===== src/rtl/mux_scan_pkg.sv =====
// Shared types and constants for the mux scan sequencer.
package mux_scan_pkg;

   localparam int unsigned STATE_W       = 2;
   localparam int unsigned SEL_W_DEFAULT = 2;

   typedef enum logic [STATE_W-1:0] {
      IDLE = 2'd0,
      SCAN = 2'd1,
      DONE = 2'd2
   } scan_state_t;

endpackage


===== src/rtl/mux_scan_ctrl.sv =====
// Steps a 4:1-style mux select through every channel and collects y into a word
// presented under valid/ack. Optional parity output when MUX_SCAN_PARITY_EN is defined.
module mux_scan_ctrl
   import mux_scan_pkg::*;
#(
   parameter int unsigned SEL_W = SEL_W_DEFAULT
) (
   input  logic               clk,
   input  logic               rst,
   input  logic               start_in,
   input  logic               y_in,
   output logic [SEL_W-1:0]   sel_out,
   output logic [(2**SEL_W)-1:0] capture_out,
   output logic               valid_out,
   output logic               busy_out,
   input  logic               ack_in
`ifdef MUX_SCAN_PARITY_EN
   ,
   output logic               parity_out
`endif
);

   localparam int unsigned N = 2**SEL_W;

   scan_state_t  state;
   logic [N-1:0] capture_nxt_c;

   // Capture word as it will look after this cycle's sample is written.
   always_comb begin
      capture_nxt_c          = capture_out;
      capture_nxt_c[sel_out] = y_in;
   end

   always_ff @(posedge clk) begin
      if (rst) begin
         state       <= IDLE;
         sel_out     <= '0;
         capture_out <= '0;
         valid_out   <= 1'b0;
         busy_out    <= 1'b0;
`ifdef MUX_SCAN_PARITY_EN
         parity_out  <= 1'b0;
`endif
      end else begin
         case (state)
            IDLE: begin
               if (start_in) begin
                  state       <= SCAN;
                  sel_out     <= '0;
                  capture_out <= '0;
                  busy_out    <= 1'b1;
               end
            end
            SCAN: begin
               capture_out <= capture_nxt_c;
               sel_out     <= sel_out + SEL_W'(1);
               if (sel_out == SEL_W'(N-1)) begin
                  state     <= DONE;
                  valid_out <= 1'b1;
`ifdef MUX_SCAN_PARITY_EN
                  parity_out <= ^capture_nxt_c;
`endif
               end
            end
            DONE: begin
               // start_in is deliberately ignored here, even alongside ack_in.
               if (ack_in) begin
                  state     <= IDLE;
                  valid_out <= 1'b0;
                  busy_out  <= 1'b0;
               end
            end
            default: begin
               state     <= IDLE;
               valid_out <= 1'b0;
               busy_out  <= 1'b0;
            end
         endcase
      end
   end

endmodule


===== config.mk =====
export PLATFORM = sky130hd
export DESIGN_NAME = mux_scan_ctrl
export DESIGN_NICKNAME = d
export VERILOG_FILES = /design/src/rtl/mux_scan_pkg.sv /design/src/rtl/mux_scan_ctrl.sv
export SDC_FILE = /design/constraint.sdc
export NUM_CORES = 1
export LEC_CHECK = 0
export BUFFER_PORTS_ARGS = -buffer_cell sky130_fd_sc_hd__buf_4
export CAP_MARGIN = 20
export CELL_PAD_IN_SITES_DETAIL_PLACEMENT = 0
export CELL_PAD_IN_SITES_GLOBAL_PLACEMENT = 2
export CORE_MARGIN = 2
export CORE_UTILIZATION = 30
export CTS_CLUSTER_DIAMETER = 150
export DETAILED_ROUTE_END_ITERATION = 12
export GPL_ROUTABILITY_DRIVEN = 0
export PLACE_DENSITY_LB_ADDON = 0.1
export SYNTH_ARGS = -nofsm -noshare
export SYNTH_HDL_FRONTEND = slang
export SYNTH_SLANG_ARGS = --single-unit

===== constraint.sdc =====
create_clock -name clk -period 2.4 [get_ports clk]
set_input_delay 0.72 -clock clk [delete_from_list [all_inputs] [get_ports clk]]
set_output_delay 0.72 -clock clk [all_outputs]
set_load 0.01 [all_outputs]

==> summary.md <==
| Metric | Value |
|---|---|
| Critical path depth in cells | 1 |
| Result of the run | finished, final reports clean |
| Number of synthesized flops with an enable pin | 0 |
| Count of buffering cells on the critical path with inverters included | 1 |
| CP Capture Type | primary output |
| Via count | 413 |
| Maximum clock insertion buffer count | 2 |
| Ranking of synthesized cells by area | sky130_fd_sc_hd__dfxtp_1 (40%), sky130_fd_sc_hd__ha_1 (10%), sky130_fd_sc_hd__a21oi_1 (6.0%) |
| Worst slew margin | 76.4% |
| IR Drop Worst-Case VDD | 0.243 mV |
| Die area | 0.00200 mm^2 |
| Number of global-route vias before repair | around 400 |
| Cell count of the worst hold path | 2 |
| Post-synthesis cell type count | 24 |
| Proportion of synthesized chip area in sequential cells | 40.3% |
| Clock Root Buffer | sky130_fd_sc_hd__clkbuf_4 |
| Fraction of post-synthesis cell area in the top cell type by area | 40.3% |
| Length in cells of the worst reg-to-reg path | 4 |
| # Max-Cap Violations | 0 |
| Fill cell total of the finished layout | 170 |
| Overall die width | 44.7 um |
| Worst Path Required | ~1.7 ns |
| Initial detailed-routing violation count | 5 |
| Wirelength per Cell | approximately 11 um |
| Antenna diode count | 0 |
| Number of levels in the clock H-tree | 1 |
| Max Slew Vio Count | 0 |
| Wirelength, routed | between 900 and 1000 um |
| Mean instance size in the synthesized netlist | 8.71 um^2 |
| Least-Margin Pin Slew | 0.353 ns |
| Primary FF master, synth | sky130_fd_sc_hd__dfxtp_1 |
| Register bit count reported by yosys | 10 |
| Static power due to leakage | roughly 0.26 nW |
| Fraction of layout instances using a drive strength above 1 | 27.1% |
| Setup TNS | 0 ns |
| Share of the clock period used by the worst path | between 60% and 70% |
| Die height | approximately 45 um |
| Largest net degree at the start of global routing | 12 |
| Total routing resource utilization after global routing | approximately an eighth |
| Detail-routed via count per cell | 4.80 |
| IO buf count | 12 |
| Syn Std Cell Area | 497 um^2 |
| Worst setup path category | flop to primary output |
| Cell type of the slowest stage on the worst timing path | sky130_fd_sc_hd__dfxtp_1 |
| Final setup skew | ~0.0046 ns |
| Clock insertion delay at the later pin of the skew report | 0.26 ns |
| Hold violation total from the final report | 0 |
| CP arrival | approximately 0.84 ns |
| Crit-path max FO | 6 |
| Core area | 0.00152 mm^2 |
| Initial Utilization | 32.6% |
| Worst-path cell chain | buf_4 |
| Postcts setup bufs | 0 |
| Achievable Freq | approximately 640 MHz |
| Clock tree from TritonCTS | done |
| Antenna violations before repair | 0 |
| Minimum clock period after layout | 1.56 ns |
| Wire length of the first global-routing pass | 1680 um |
| Floorplan row count | 14 |
| Inserted Clock Buffers | 3 |
| Power density normalized to cell area | 550 mW/mm^2 |
| Top-count cell post-synth | sky130_fd_sc_hd__dfxtp_1 |
| Share of synthesized registers carrying an async set or reset | 0% |
| Total number of nets in the final design | a little over 80 |
| Global-route congestion overflow total | 0 |
| Family of cells with the greatest summed delay on the critical path | flip-flops |
| Synth warnings | 0 |
| Kind of path behind the tightest hold check | flop to flop |
| Final hold slack | 0.477 ns |
| Setup repair after global routing missed its margin | false |
| Total nets after synthesis | 66 |
| Count of unresolved DRC violations after routing | 0 |
| DRT antenna net count | 0 |
| Kind of start point of the critical path | flop |
| Number of top-level pins | 13 |
| Hold-fix buffers, CTS | 0 |
| Post-Synthesis Cells | 57 |
| Commonest cells post-synth | sky130_fd_sc_hd__dfxtp_1 (10), sky130_fd_sc_hd__inv_1 (8), sky130_fd_sc_hd__a21oi_1 (6) |
| 1st-pass router iterations | 3 |
| Area overhead of the layout relative to synthesis | 23.7% |
| Cells after DPL | 83 |
| Number of setup violations in the final report | 0 |
| Worst-path clk slew | roughly 0.07 ns |
| Number of resized instances in the post-cts repair step | 0 |
| Clock Sinks | 10 |
| Cell accounting for the most synthesized area | sky130_fd_sc_hd__dfxtp_1 |
| Worst path max stage delay | 0.42 ns |
| Final cell count without fillers | 86 |
## layer usage
layer  up-vias  global-route usage [%]  share of wire [%]
li1        220                       -                  -
met1       183                    14.9                 47
met2        10                    16.8                 46
met3         0                    5.20                6.9
met4         0                    9.09                  0
met5         -                       0                  0
## state kept, by name, indices dropped and copies added, names as in the netlist
name         cells
busy_out         1
capture_out      4
sel_out          2
state            2
valid_out        1
## cell type report
type / count / area (um^2) / area share (%)
sequential: 10 / 200 / 32.6
clock buffer: 3 / 22.5 / 3.67
inverter: 9 / 33.8 / 5.50
tap: 16 / 20.0 / 3.26
multi-input combinational: 36 / 248 / 40.3
timing repair buffer: 12 / 90.1 / 14.7
## layout by cell type (no fill, tap or decap), types with 2 or more instances in the layout
cell type                  instances
sky130_fd_sc_hd__buf_4            12
sky130_fd_sc_hd__dfxtp_1          10
sky130_fd_sc_hd__inv_1             8
sky130_fd_sc_hd__a21oi_1           6
sky130_fd_sc_hd__ha_1              4
sky130_fd_sc_hd__nor2_1            3
sky130_fd_sc_hd__nand3_1           3
sky130_fd_sc_hd__o21ai_0           3
sky130_fd_sc_hd__clkbuf_4          3
sky130_fd_sc_hd__o21bai_1          2
sky130_fd_sc_hd__nand2b_1          2
sky130_fd_sc_hd__nand2_1           2
## report_power, final
group          switching [mW]  leakage [nW]  internal, mW
Combinational          0.0209         0.165        0.0217
Sequential            0.00786        0.0816         0.172
Clock                  0.0573        0.0138        0.0579
## cells by family after synthesis
kind of cell / share of synthesized area [%]
AO/OA/AOI/OAI: 23.2
adder cells (fa/ha/maj): 10.1
buffers and inverters: 9.82
flip-flops: 40.3
multiplexers: 2.02
AND/OR/NAND/NOR: 14.6
## worst register-to-register path, delay by kind of cell (launching register included)
| kind | cells | cell delay (ns) |
|---|---|---|
| AO/OA/AOI/OAI | 1 | 0.20 |
| AND/OR/NAND/NOR | 1 | 0.06 |
| adder cells (fa/ha/maj) | 1 | 0.30 |
| flip-flops | 1 | 0.42 |
| buffers and inverters | 1 | 0.09 |
## through the flow
step,util [%],power [mW],area (um^2),worst slack (ns)
after detailed placement,38.8,0.227,592,0.918
after floorplan,-,0.210,497,1.03
after global placement,38.8,0.228,592,0.922
after global routing,40.3,0.361,614,0.769
after CTS,40.3,0.346,614,0.822
final,40.3,0.338,614,0.838
## final timing paths
| path | start | end | slack, ns |
|---|---|---|---|
| max | sel_out[0] | sel_out[0] | 0.84 |
| min | capture_out[3] | capture_out[3] | 0.48 |
| max reg2reg | sel_out[0] | sel_out[1] | 1.23 |
| min reg2reg | capture_out[3] | capture_out[3] | 0.48 |
(Power assumes the default switching activity.)
